File: config.mk
export PLATFORM = sky130hd
export DESIGN_NAME = if_prefetch_queue_flat
export DESIGN_NICKNAME = d
export VERILOG_FILES = /design/src/rtl/ifq_pkg.sv /design/src/rtl/if_prefetch_queue_if.sv /design/src/rtl/ifq_ring.sv /design/src/rtl/if_prefetch_queue.sv /design/src/flat_wrapper.sv
export SDC_FILE = /design/constraint.sdc
export NUM_CORES = 1
export LEC_CHECK = 0
export CORE_MARGIN = 4
export CORE_UTILIZATION = 30
export CTS_CLUSTER_DIAMETER = 50
export DETAILED_ROUTE_END_ITERATION = 8
export SLEW_MARGIN = 15
export SYNTH_ARGS = -nofsm -noshare
export SYNTH_HDL_FRONTEND = slang
export SYNTH_SLANG_ARGS = --single-unit
File: constraint.sdc
create_clock -name clk -period 2.7 [get_ports clk]
set_clock_uncertainty 0.1 [all_clocks]
set_input_delay 0.54 -clock clk [delete_from_list [all_inputs] [get_ports clk]]
set_output_delay 0.54 -clock clk [all_outputs]
set_load 0.1 [all_outputs]
File: src/rtl/ifq_pkg.sv
// Shared types and helpers for the instruction prefetch queue.
package ifq_pkg;

    localparam int IFQ_ADDR_W = 32;
    localparam int IFQ_DATA_W = 32;

    typedef struct packed {
        logic [IFQ_ADDR_W-1:0] pc;
        logic [IFQ_DATA_W-1:0] instr;
    } ifq_entry_t;

    localparam ifq_entry_t IFQ_NOP = '0;

    function automatic int ifq_ptr_w(input int depth);
        return $clog2(depth);
    endfunction

endpackage

File: src/rtl/if_prefetch_queue_if.sv
// Instruction memory req/gnt/rvalid bus between fetch and memory.
interface ifq_imem_if #(
    parameter int ADDR_W = 32,
    parameter int DATA_W = 32
);
    logic              req;
    logic [ADDR_W-1:0] addr;
    logic              gnt;
    logic              rvalid;
    logic [DATA_W-1:0] rdata;

    modport master (
        output req, addr,
        input  gnt, rvalid, rdata
    );

    modport slave (
        input  req, addr,
        output gnt, rvalid, rdata
    );
endinterface

File: src/rtl/ifq_ring.sv
// DEPTH-entry circular buffer with push, pop, synchronous flush and head read.
module ifq_ring
    import ifq_pkg::*;
#(
    parameter  int DEPTH = 4,
    localparam int PW    = ifq_ptr_w(DEPTH)
) (
    input  logic       clk,
    input  logic       rst,
    input  logic       flush,
    input  logic       push,
    input  logic       pop,
    input  ifq_entry_t wdata,
    output ifq_entry_t head,
    output logic [PW:0] count
);

    ifq_entry_t      mem [DEPTH];
    logic [PW-1:0]   rd_ptr;
    logic [PW-1:0]   wr_ptr;

    always_ff @(posedge clk or posedge rst) begin
        if (rst) begin
            rd_ptr <= '0;
            wr_ptr <= '0;
            count  <= '0;
        end else if (flush) begin
            rd_ptr <= '0;
            wr_ptr <= '0;
            count  <= '0;
        end else begin
            if (push)
                wr_ptr <= wr_ptr + PW'(1);
            if (pop)
                rd_ptr <= rd_ptr + PW'(1);
            unique case (1'b1)
                push && !pop: count <= count + (PW+1)'(1);
                pop && !push: count <= count - (PW+1)'(1);
                default: ;
            endcase
        end
    end

    // Storage needs no reset: the head is masked while empty.
    always_ff @(posedge clk) begin
        if (push && !flush)
            mem[wr_ptr] <= wdata;
    end

    assign head = (count == '0) ? IFQ_NOP : mem[rd_ptr];

endmodule

File: src/rtl/if_prefetch_queue.sv
// Prefetching instruction fetch front end with flush/redirect on branch.
// Define IFQ_STATS_EN to add flush/stall/empty event counters.
module if_prefetch_queue
    import ifq_pkg::*;
#(
    parameter int ADDR_W = 32,
    parameter int DATA_W = 32,
    parameter int DEPTH  = 4,
    parameter logic [ADDR_W-1:0] RESET_PC = '0
) (
    input  logic              clk,
    input  logic              rst,
    input  logic              freeze,
    input  logic              Branch_taken,
    input  logic [ADDR_W-1:0] BranchAddr,
    ifq_imem_if.master        imem,
    output logic              valid,
    output logic [ADDR_W-1:0] PC,
    output logic [DATA_W-1:0] Instruction
`ifdef IFQ_STATS_EN
    ,
    output logic [31:0]       stat_flush_cnt,
    output logic [31:0]       stat_stall_cnt,
    output logic [31:0]       stat_empty_cnt
`endif
);

    localparam int          PW   = ifq_ptr_w(DEPTH);
    localparam logic [PW:0] FULL = (PW+1)'(DEPTH);

    logic [ADDR_W-1:0] fetch_pc;
    logic [ADDR_W-1:0] inflight_pc;
    logic              outstanding;
    logic              discard;
    logic [PW:0]       count;
    logic              grant;
    logic              rsp;
    logic              push;
    logic              pop;
    ifq_entry_t        wr_entry;
    ifq_entry_t        head;

    assign imem.req  = !rst && !outstanding && (count != FULL)
                       && !Branch_taken;
    assign imem.addr = fetch_pc;

    assign grant = imem.req && imem.gnt;
    assign rsp   = imem.rvalid && outstanding;
    assign push  = rsp && !discard && !Branch_taken;
    assign pop   = valid && !freeze && !Branch_taken;

    always_comb begin
        wr_entry       = IFQ_NOP;
        wr_entry.pc    = IFQ_ADDR_W'(inflight_pc + ADDR_W'(4));
        wr_entry.instr = IFQ_DATA_W'(imem.rdata);
    end

    always_ff @(posedge clk or posedge rst) begin
        if (rst) begin
            fetch_pc    <= RESET_PC;
            inflight_pc <= '0;
            outstanding <= 1'b0;
            discard     <= 1'b0;
        end else if (Branch_taken) begin
            // A response still owed after this edge belongs to the old path.
            fetch_pc    <= BranchAddr;
            outstanding <= outstanding && !imem.rvalid;
            discard     <= outstanding && !imem.rvalid;
        end else if (grant) begin
            outstanding <= 1'b1;
            inflight_pc <= fetch_pc;
            fetch_pc    <= fetch_pc + ADDR_W'(4);
        end else if (rsp) begin
            outstanding <= 1'b0;
            discard     <= 1'b0;
        end
    end

    ifq_ring #(
        .DEPTH (DEPTH)
    ) u_ring (
        .clk   (clk),
        .rst   (rst),
        .flush (Branch_taken),
        .push  (push),
        .pop   (pop),
        .wdata (wr_entry),
        .head  (head),
        .count (count)
    );

    assign valid       = (count != '0);
    assign PC          = ADDR_W'(head.pc);
    assign Instruction = DATA_W'(head.instr);

`ifdef IFQ_STATS_EN
    always_ff @(posedge clk or posedge rst) begin
        if (rst) begin
            stat_flush_cnt <= '0;
            stat_stall_cnt <= '0;
            stat_empty_cnt <= '0;
        end else begin
            if (Branch_taken)
                stat_flush_cnt <= stat_flush_cnt + 32'd1;
            if (valid && freeze)
                stat_stall_cnt <= stat_stall_cnt + 32'd1;
            if (!valid)
                stat_empty_cnt <= stat_empty_cnt + 32'd1;
        end
    end
`endif

endmodule

File: src/flat_wrapper.sv
// flat-port wrapper written by rule: the top's interface ports become plain ports
module if_prefetch_queue_flat import ifq_pkg::*;
#(
    parameter int ADDR_W = 32,
    parameter int DATA_W = 32,
    parameter int DEPTH  = 4,
    parameter logic [ADDR_W-1:0] RESET_PC = '0
)
  (clk, rst, freeze, Branch_taken, BranchAddr, valid, PC, Instruction, imem_req, imem_addr, imem_gnt, imem_rvalid, imem_rdata);
  ifq_imem_if #(.ADDR_W(ADDR_W), .DATA_W(DATA_W)) imem_i ();
  input  logic clk;
  input  logic rst;
  input  logic freeze;
  input  logic Branch_taken;
  input  logic [ADDR_W-1:0] BranchAddr;
  output logic valid;
  output logic [ADDR_W-1:0] PC;
  output logic [DATA_W-1:0] Instruction;
  output wire logic [$bits(imem_i.req)-1:0] imem_req;
  output wire logic [$bits(imem_i.addr)-1:0] imem_addr;
  input wire logic [$bits(imem_i.gnt)-1:0] imem_gnt;
  input wire logic [$bits(imem_i.rvalid)-1:0] imem_rvalid;
  input wire logic [$bits(imem_i.rdata)-1:0] imem_rdata;
  assign imem_req = imem_i.req;
  assign imem_addr = imem_i.addr;
  assign imem_i.gnt = imem_gnt;
  assign imem_i.rvalid = imem_rvalid;
  assign imem_i.rdata = imem_rdata;
  if_prefetch_queue #(.ADDR_W(ADDR_W), .DATA_W(DATA_W), .DEPTH(DEPTH), .RESET_PC(RESET_PC)) u_core (.clk(clk), .rst(rst), .freeze(freeze), .Branch_taken(Branch_taken), .BranchAddr(BranchAddr), .imem(imem_i), .valid(valid), .PC(PC), .Instruction(Instruction));
endmodule
==> impl_metrics.tcl, run 1 <==
set metrics [dict create \
    clk_pin_slew_worst_paths_ns 0.06 \
    grt_overflow_total 0 \
    cts-root-buf "clkbuf_16" \
    wl_per_cell_microns 19.22 \
    areaGrowthSynthToFinish_pct 36.44 \
    critical_path.max_fanout 5 \
    synthArstFlopShare 0.2219 \
    critPathLaunchType "flip-flop" \
    insertion_delay_ns 0.52 \
    min_period_over_period 1.059 \
    whs_path_depth 3 \
    syn-mean-instance-area_sq_um 15.39 \
    cts.sink_count 329 \
    routed_via_density 4.866 \
    synth_top_area_frac 0.5519 \
    clock.fmax_mhz 349.8 \
    setup_ws_ns -0.1589 \
    num_vias 8492 \
    cts_hold_buffers 0 \
    die_y_extent_microns 223.5 \
    critical_setup_path_kind "reg -> out" \
    grt_util_all_layers 0.1335 \
    cts_tree "built" \
    period_needed_ns 2.859 \
    ys_seq_elements 329 \
    outcome "finished with violations" \
    synth_top_cells_by_count "256 x edfxtp_1, 108 x nand2_1, 73 x dfrtp_1" \
    grt_setup_unrepaired "yes" \
    antennaDiodeCount 0 \
    p_leak_uw 0.006718 \
    report.final.hold_viol_count 0 \
    ios 168 \
    routabilityCongestion 0.8159 \
    first_pass_grt_wire_length_microns 51690 \
    synthDominantAreaCellType "edfxtp_1" \
    place.detailed.instances 1658 \
    fin_area_sq_um 19010 \
    maxCapViolations 0 \
    post-dp-hpwl_microns 21310 \
    synth.most_common_cell "edfxtp_1" \
    antenna_found_initial 0 \
    power_density_nw_per_um2 1029 \
    preCtsSetupSlack_ns 0.1127 \
    total_power_uw 19560 \
    setup.worst_path.end_class "primary output" \
    cts_h_tree_lvls 2 \
    synthesis.yosys.warnings 0 \
    final_max_slew_viol_count 0 \
    post_synth_edffs 256 \
    num_rows 78 \
    critical_path.reg2reg.endpoint "u_core.u_ring.count[2]$_DFFE_PP0P_" \
    synth_cell_type_count 49 \
    worst_r2r_path_depth 9 \
    worstHoldPathType "in -> reg" \
    fin_cells 1745 \
    origin_of_the_critical_flop_to_flop_path "u_core.u_ring.count[1]$_DFFE_PP0P_" \
    max-vdd-ir-drop_mv 0.7378 \
    worst_hold_path.endpoint "u_core.u_ring.wr_ptr[1]$_DFFE_PP0P_" \
    place.port_buffers 167 \
    cts_inserted_buffers 41 \
    first_pass_iters 5 \
    worstPathRequired_ns 2.06 \
    max_slew.worst_pin.slew_ns 0.5426 \
    core_area_sq_um 45670 \
    post_synth_instance_area_sq_um 13930 \
    setup_viol_count_final 64 \
    cts_buffer_depth 3 \
    synth_fp_nets 982 \
    drtIter0Drc 627 \
    drt_wl_total_microns 33550 \
    worst_hold_startpoint "Branch_taken" \
    fin_nets 1192 \
    floorplan.die_area_sq_um 49940 \
    worst_rel_slew_slack 0.6349 \
    post_route_cells_drive_above_1_share 0.3118 \
    detailed_place.area_sq_um 17270 \
    die_width_microns 223.5 \
    setup.reg_to_reg.worst_slack_ns 0.36 \
    post_synth_inst_count 905 \
    worst-endpoint-arrival_ns 2.22 \
    synth_top_cells_by_area "edfxtp_1 55%, dfrtp_1 13%, mux4_2 10%, and2_1 3.1%, nand2_1 2.9%" \
    start_util 0.3050 \
    drt_drc_violations_left 0 \
    violations_in_the_final_reports "setup timing" \
    grt_pass1_vias 8760 \
    maximum_number_of_pins_on_one_net_before_global_route_repair 69 \
    postSynth.topFlopCell "edfxtp_1" \
    final_antenna_net_count 0 \
    ys_seq_area_frac 0.6830 \
]
## sequential cells by signal, indices dropped and copies added, names as in the netlist
name,cells
u_core.u_ring.mem,256
u_core.imem.addr,32
u_core.inflight_pc,32
u_core.u_ring.count,3
u_core.u_ring.rd_ptr,2
u_core.u_ring.wr_ptr,2
u_core.discard,1
u_core.outstanding,1
## layout make-up
| cell class | instances | area, sq um |
|---|---|---|
| Clock inverter | 27 | 200.2 |
| Timing Repair Buffer | 216 | 3069 |
| Sequential cell | 329 | 9532 |
| Clock buffer | 46 | 1076 |
| Tap cell | 600 | 750.7 |
| Inverter | 20 | 75.07 |
| Fill cell | 4078 | 26670 |
| Multi-Input combinational cell | 507 | 4303 |
## layout by cell type, fill, tap and decap left out, types with 4 or more instances in the layout
master           Yosys  layout
and4_1               7       7
clkinv_2             0       5
a21o_1               4       4
buf_4                0      50
mux4_2              64      64
buf_16               0      10
and3_1              10       6
dfrtp_2              0      11
xor2_1              13      13
or4_1               10      10
clkinv_1             0      10
clkbuf_16            0      43
nor4_1              13      12
o211ai_1             7       7
nand3_1             36      36
buf_12               0      84
dfrtp_1             73      61
and3_4               0       4
a21oi_1              7       7
mux2_2               9       9
and2_4               0      50
nand2_1            108     107
nor2_1              14      13
and2_1              69      19
inv_1               20      18
o21ai_0             28      28
nor3_1              14      14
clkdlybuf4s50_1      0      68
edfxtp_1           256     256
xnor2_1             21      21
a22oi_1              5       5
ha_1                 6       6
a221o_1              9       9
nand4_1             17      17
## critical path, stage by stage, from the launching register on
cell	delay (ns)
dfrtp_4	0.49
buf_12	0.14
buf_12	0.14
buf_16	0.15
mux4_2	0.42
and2_4	0.19
buf_12	0.16
## per-layer routing
metal | vias up | part of all wire | global-route usage
li1 | 3907 | - | -
met1 | 4251 | 0.45 | 0.1836
met2 | 295 | 0.48 | 0.2164
met3 | 39 | 0.060 | 0.02697
met4 | 0 | 0.018 | 0.03758
met5 | - | 0 | 0
## cell families after synthesis
kind of cell / after synthesis / share of synthesized area
buffers and inverters: 69 / 0.01994
and+or+nand+nor: 319 / 0.1220
DFF: 329 / 0.6830
AOI/OAI and AO/OA: 71 / 0.03395
adders and majority gates: 7 / 0.006826
muxes: 76 / 0.1129
xor gates and xnor gates: 34 / 0.02138
## power breakdown
group | switching (uW) | internal (uW)
logic | 5020 | 3130
registers | 362 | 5950
clock network | 2100 | 2990
## how the worst max path moves through the flow
stage / from / endpoint / slack, ns
2_1_floorplan: u_core.imem.addr[4]$_DFFE_PP0P_ / u_core.imem.addr[30]$_DFFE_PP0P_ / 0.006
3_3_place_gp: rst / u_core.imem.addr[15]$_DFFE_PP0P_ / 0.12
3_5_place_dp: rst / u_core.imem.addr[15]$_DFFE_PP0P_ / 0.11
4_1_cts: u_core.u_ring.rd_ptr[0]$_DFFE_PP0P_ / PC[6] / -0.20
5_1_grt: u_core.u_ring.rd_ptr[0]$_DFFE_PP0P_ / Instruction[15] / -0.24
6_report: u_core.u_ring.rd_ptr[0]$_DFFE_PP0P_ / Instruction[3] / -0.16
## what timing repair did
action,in CTS,in global routing
resized for setup,64,0
cloned,8,1
setup endpoints to repair,64,64
setup buffers,5,0
## metrics by stage
| stage | util | setup TNS, ns | hold WS [ns] |
|---|---|---|---|
| after floorplan | - | 0 | 0.3669 |
| after CTS | 0.4156 | -11.25 | 0.3387 |
| final | 0.4161 | -8.809 | 0.3930 |
| after global routing | 0.4161 | -13.29 | 0.3885 |
| after detailed placement | 0.3781 | 0 | 0.3979 |
| after global placement | 0.3781 | 0 | 0.3960 |
No activity file was read; power rests on OpenSTA's default activity.
==> inputs of run 2 (changes only) <==
Settings changed: CORE_UTILIZATION 30 to 40.
==> run 2 against run 1 <==
Compared with the run above: the flow still finishes with violations (setup timing); wire length is 8.7% lower; cell count fell by 8.5%; critical path depth fell by 1; via count down 0.46%; setup slack gained 0.044 ns; total power is 1.2% lower; register-to-register slack improved by 0.08 ns; cell area down 1.9%; highest routed layer unchanged.
==> impl_metrics.tcl, run 2 (synthesized netlist as in run 1, its figures left out) <==
set metrics [dict create \
    insertion_delay_ns 0.51 \
    fin_nets 1189 \
    ios 168 \
    start_util 0.4042 \
    worst_r2r_path_depth 5 \
    maximum_number_of_pins_on_one_net_before_global_route_repair 74 \
    critical_path.max_fanout 8 \
    share_seq_of_total_power 0.327 \
    internal_power_uw 12020 \
    max_slew.worst_pin.slew_ns 0.5977 \
    report.final.hold_viol_count 0 \
    critical_setup_path_kind "reg -> out" \
    drt_drc_violations_left 0 \
    setup_viol_count_final 63 \
    grt_overflow_total 0 \
    grt_util_all_layers 0.1574 \
    grt_pass1_vias 8528 \
    cts.sink_count 329 \
    cts_buffer_depth 3 \
    cts_h_tree_lvls 2 \
    fin_tns_setup_ns -4.612 \
    place.detailed.instances 1515 \
    place.port_buffers 167 \
    worst_hold_path.endpoint "u_core.inflight_pc[31]$_DFFE_PP0P_" \
    setup_ws_ns -0.1146 \
    critPathLaunchType "flip-flop" \
    grt_setup_unrepaired "yes" \
    clock.fmax_mhz 355.3 \
    worst-endpoint-arrival_ns 2.17 \
    post_route_cells_drive_above_1_share 0.3231 \
    cts_inserted_buffers 39 \
    swShare 0.3779 \
    period_needed_ns 2.815 \
    setup.reg_to_reg.worst_slack_ns 0.44 \
    worst-path-buf-inv 3 \
    antennaDiodeCount 0 \
    fin_cells 1597 \
    final_max_slew_viol_count 0 \
    die_y_extent_microns 194.6 \
    cts_tree "built" \
    worstPathRequired_ns 2.06 \
    setup.worst_path.end_class "primary output" \
    clk_pin_slew_worst_paths_ns 0.06 \
    antenna_found_initial 0 \
    maxCapViolations 0 \
    max-vdd-ir-drop_mv 0.8500 \
    power_frac_comb 0.418 \
    timing.critical_path.slowest_stage_cell "mux4_2" \
    p_leak_uw 0.006681 \
    post-dp-hpwl_microns 19790 \
    floorplan.die_area_sq_um 37870 \
    first_pass_iters 4 \
    routabilityCongestion 0.8067 \
    worstHoldPathType "reg -> reg" \
    num_vias 8453 \
    timing.critical_path.slowest_cell_delay_ns 0.50 \
    routed_via_density 5.293 \
    wl_per_cell_microns 19.19 \
    num_rows 68 \
    power_density_nw_per_um2 1036 \
    drtIter0Drc 551 \
    worst_hold_startpoint "u_core.inflight_pc[31]$_DFFE_PP0P_" \
    cts-root-buf "clkbuf_16" \
    violations_in_the_final_reports "setup timing" \
    largest-register "u_core.u_ring.mem" \
    final_antenna_net_count 0 \
    power.net_switching_uw 7300 \
    whs_path_depth 2 \
    crit_top_cell "buf_12" \
    critical_path.reg2reg.endpoint "u_core.imem.addr[30]$_DFFE_PP0P_" \
    drt_wl_total_microns 30640 \
    min_period_over_period 1.042 \
    die_width_microns 194.6 \
    outcome "finished with violations" \
    path_delay_family "buffers and inverters" \
    number_of_filler_cells_placed_in_the_layout 2800 \
    crit_path_cell_trace "buf_12 > clkbuf_16 > mux4_2 > and2_4 > buf_12" \
    clock_power_share 0.254 \
    cts_hold_buffers 0 \
    origin_of_the_critical_flop_to_flop_path "u_core.imem.addr[2]$_DFFE_PP0P_" \
    first_pass_grt_wire_length_microns 48020 \
    mostFrequentLayoutCell "edfxtp_1" \
    top_library_cells_by_usage_in_the_layout_fill_and_taps_aside "256 x edfxtp_1, 107 x nand2_1, 79 x buf_12, 68 x clkdlybuf4s50_1" \
    worst_rel_slew_slack 0.6016 \
    largest_reg_flops 256 \
    core_area_sq_um 34460 \
    areaGrowthSynthToFinish_pct 33.88 \
]
-- run 2: power groups by stage --
stage	logic [uW]	registers, uW	clock network (uW)
global placement	7390	6450	0
floorplan	4470	6660	0
detailed placement	7450	6460	0
global route	8410	6380	5290
finish	8080	6320	4920
CTS	7840	6310	5040
-- run 2: how the worst max path moves through the flow --
stage | startpoint | endpoint | depth (start not counted)
2_1_floorplan | u_core.imem.addr[4]$_DFFE_PP0P_ | u_core.imem.addr[30]$_DFFE_PP0P_ | 5
3_5_place_dp | rst | u_core.imem.addr[25]$_DFFE_PP0P_ | 5
4_1_cts | u_core.u_ring.rd_ptr[0]$_DFFE_PP0P_ | Instruction[19] | 5
3_3_place_gp | rst | u_core.imem.addr[29]$_DFFE_PP0P_ | 5
5_1_grt | u_core.u_ring.rd_ptr[0]$_DFFE_PP0P_ | Instruction[0] | 5
6_report | u_core.u_ring.rd_ptr[0]$_DFFE_PP0P_ | Instruction[23] | 5
-- run 2: tightest hold or removal path: cells and delay by family (launching register included) --
family | cells | cell delay, ns
flops | 1 | 0.36
simple gates | 2 | 0.11
-- run 2: per-stage QoR --
stage                       util  worst slack [ns]  cell area, sq um  power [uW]  hold WS (ns)
after global routing      0.5412           -0.1788             18650       20080        0.4404
after global placement    0.4941            0.1444             17030       13840        0.3913
after detailed placement  0.4941           0.08568             17030       13910        0.3925
final                     0.5412           -0.1146             18650       19320        0.3987
after floorplan                -          0.005984             13960       11140        0.3669
after CTS                 0.5352           -0.1580             18440       19200        0.4074
-- run 2: area by class of cell --
type | instances | area, sq um | share of cell area
clock buffer | 48 | 1020 | 0.05468
clock inverter | 23 | 197.7 | 0.01060
inverter | 20 | 75.07 | 0.004026
multi-input combinational | 507 | 4328 | 0.2321
sequential | 329 | 9532 | 0.5111
tap | 455 | 569.3 | 0.03053
timing repair buffer | 215 | 2928 | 0.1570
-- run 2: repair_timing --
| item | CTS | global route |
|---|---|---|
| resized for setup | 37 | 35 |
| buffers inserted | 5 | 1 |
| gates cloned | 1 | 4 |
| endpoints found under the hold margin | 0 | 0 |
| setup endpoints to repair | 64 | 64 |
-- run 2: layer usage --
layer,GRT usage,vias to the layer above,part of all wire
met5,0,-,0
met4,0.03281,0,0.015
met3,0.03363,36,0.060
met2,0.2498,253,0.46
met1,0.2271,4258,0.46
li1,-,3906,-
==> inputs of run 3 (changes only) <==
Clock period 2.7 ns to 3.4 ns, I/O delays scaled along.
==> run 3 against run 2 <==
Compared with the run above: the run now ends clean; clock power decreased by 14%; first-iteration DRC count increased by 0.73%; count of clock-buffer cells in the layout decreased by 2; largest cell class unchanged; largest power group unchanged; total power decreased by 25%; core utilization decreased by 2.6 points; flip-flop and latch count unchanged; global-route usage increased by 0.18 points; die area unchanged; wire length decreased by 0.51%; setup slack improved by 0.31 ns; critical endpoint is now PC[23]; worst hold slack improved by 0.011 ns.
==> impl_metrics.tcl, run 3 (synthesized netlist as in run 1, its figures left out) <==
set metrics [dict create \
    max-vdd-ir-drop_mv 0.5352 \
    largest_reg_flops 256 \
    grt_util_all_layers 0.1592 \
    post_route_cells_drive_above_1_share 0.2406 \
    fin_cells 1573 \
    clock.fmax_mhz 312.0 \
    worst_hold_startpoint "u_core.inflight_pc[31]$_DFFE_PP0P_" \
    worst_rel_slew_slack 0.3771 \
    ios 168 \
    power.net_switching_uw 5579 \
    post_cts_resize_count 0 \
    share_seq_of_total_power 0.347 \
    worstPathRequired_ns 2.62 \
    power_density_nw_per_um2 818.5 \
    grt_setup_unrepaired "no" \
    largest-register "u_core.u_ring.mem" \
    origin_of_the_critical_flop_to_flop_path "u_core.imem.addr[2]$_DFFE_PP0P_" \
    postCtsSetupBuffers 0 \
    internal_power_uw 8960 \
    routabilityCongestion 0.7969 \
    cts_inserted_buffers 39 \
    start_util 0.4042 \
    critPathLaunch "u_core.u_ring.rd_ptr[0]$_DFFE_PP0P_" \
    max_slew.worst_pin.slew_ns 0.9344 \
    cts_tree "built" \
    first_pass_iters 5 \
    critical_setup_path_kind "reg -> out" \
    num_rows 68 \
    clock_power_share 0.290 \
    mostFrequentLayoutCell "edfxtp_1" \
    routed_via_density 5.295 \
    worstHoldPathType "reg -> reg" \
    whs_path_depth 2 \
    power_frac_comb 0.363 \
    cts-root-buf "clkbuf_16" \
    critical_path.reg2reg.endpoint "u_core.imem.addr[30]$_DFFE_PP0P_" \
    cts_hold_buffers 0 \
    cts_buffer_depth 3 \
    cts_h_tree_lvls 2 \
    post-dp-hpwl_microns 19920 \
    antenna_found_initial 0 \
    p_leak_uw 0.006341 \
    place.detailed.instances 1503 \
    insertion_delay_ns 0.52 \
    cts.sink_count 329 \
    floorplan.die_area_sq_um 37870 \
    first_pass_grt_wire_length_microns 48350 \
    num_vias 8329 \
    areaGrowthSynthToFinish_pct 27.51 \
    place.port_buffers 167 \
    final_antenna_net_count 0 \
    die_y_extent_microns 194.6 \
    die_width_microns 194.6 \
    final_max_slew_viol_count 0 \
    grt_pass1_vias 8538 \
    drtIter0Drc 555 \
    maximum_number_of_pins_on_one_net_before_global_route_repair 65 \
    setup.reg_to_reg.worst_slack_ns 0.95 \
    outcome "finished, final reports clean" \
    drt_drc_violations_left 0 \
    drt_wl_total_microns 30490 \
    worst-endpoint-arrival_ns 2.43 \
    min_period_over_period 0.9428 \
    clk_pin_slew_worst_paths_ns 0.06 \
    period_needed_ns 3.205 \
    antennaDiodeCount 0 \
    report.final.hold_viol_count 0 \
    maxCapViolations 0 \
    worst_r2r_path_depth 5 \
    hold_slack_ns 0.4098 \
    grt_overflow_total 0 \
    wl_per_cell_microns 19.38 \
    critPathLaunchType "flip-flop" \
    top_library_cells_by_usage_in_the_layout_fill_and_taps_aside "256 x edfxtp_1, 107 x nand2_1, 83 x buf_4, 71 x dfrtp_1, 69 x and2_1" \
    setup.worst_path.end_class "primary output" \
    critical_path.max_fanout 15 \
    setup_viol_count_final 0 \
    fin_tns_setup_ns 0 \
    fin_nets 1166 \
    core_area_sq_um 34460 \
    worst_hold_path.endpoint "u_core.inflight_pc[31]$_DFFE_PP0P_" \
    swShare 0.3837 \
]
==> run 3: cell count changes in the layout (fill, tap and decap cells not counted), moves of 4 or more <==
cell	delta
buf_4	+25
and2_1	+64
and2_4	-64
buf_12	-39
bufinv_16	+4
inv_6	-5
buf_16	-4
dfrtp_1	+10
dfrtp_2	-10
==> run 3: layout make-up <==
cell class / count / area [sq um]
clock buffer: 46 / 1023
clock inverter: 24 / 302.8
fill: 2919 / 16700
inverter: 20 / 75.07
multi-input combinational: 507 / 4163
sequential: 329 / 9519
tap: 455 / 569.3
timing repair buffer: 192 / 2110
==> run 3: worst max path at each step <==
stage / slack (ns) / to / depth (start not counted)
floorplan: 0.11 / u_core.u_ring.mem[0][0]$_DFFE_PP_ / 4
global placement: 0.54 / u_core.imem.addr[25]$_DFFE_PP0P_ / 5
detailed placement: 0.52 / u_core.imem.addr[27]$_DFFE_PP0P_ / 5
CTS: 0.11 / PC[23] / 4
global route: 0.05 / PC[23] / 4
finish: 0.19 / PC[23] / 4
==> run 3: metrics by stage <==
stage | setup WS (ns) | power (uW) | area [sq um] | utilization
after CTS | 0.1074 | 14720 | 17760 | 0.5155
final | 0.1945 | 14540 | 17760 | 0.5155
after floorplan | 0.1058 | 8840 | 13940 | -
after global placement | 0.5419 | 10440 | 16440 | 0.4770
after global routing | 0.04928 | 15120 | 17760 | 0.5155
after detailed placement | 0.5168 | 10470 | 16440 | 0.4770
==> run 3: metal layers <==
metal  global-route usage  wire length, microns  vias up
li1                     -                     -     3850
met1               0.2381                 14160     4168
met2               0.2459                 14050      272
met3              0.02929                  1767       39
met4              0.03542                   501        0
met5                    0                     0        -
==> run 3: power groups by stage <==
| stage | Sequential (uW) | Clock [uW] | Combinational (uW) |
|---|---|---|---|
| global route | 5100 | 4500 | 5520 |
| detailed placement | 5130 | 0 | 5340 |
| finish | 5050 | 4210 | 5280 |
| CTS | 5050 | 4320 | 5350 |
| floorplan | 5290 | 0 | 3550 |
| global placement | 5130 | 0 | 5310 |
==> run 3: worst max-delay path, cell delays in order, from the launching register on <==
cell     delay (ns)
dfrtp_4        0.62
buf_4          0.35
mux4_2         0.57
and2_1         0.20
buf_12         0.17
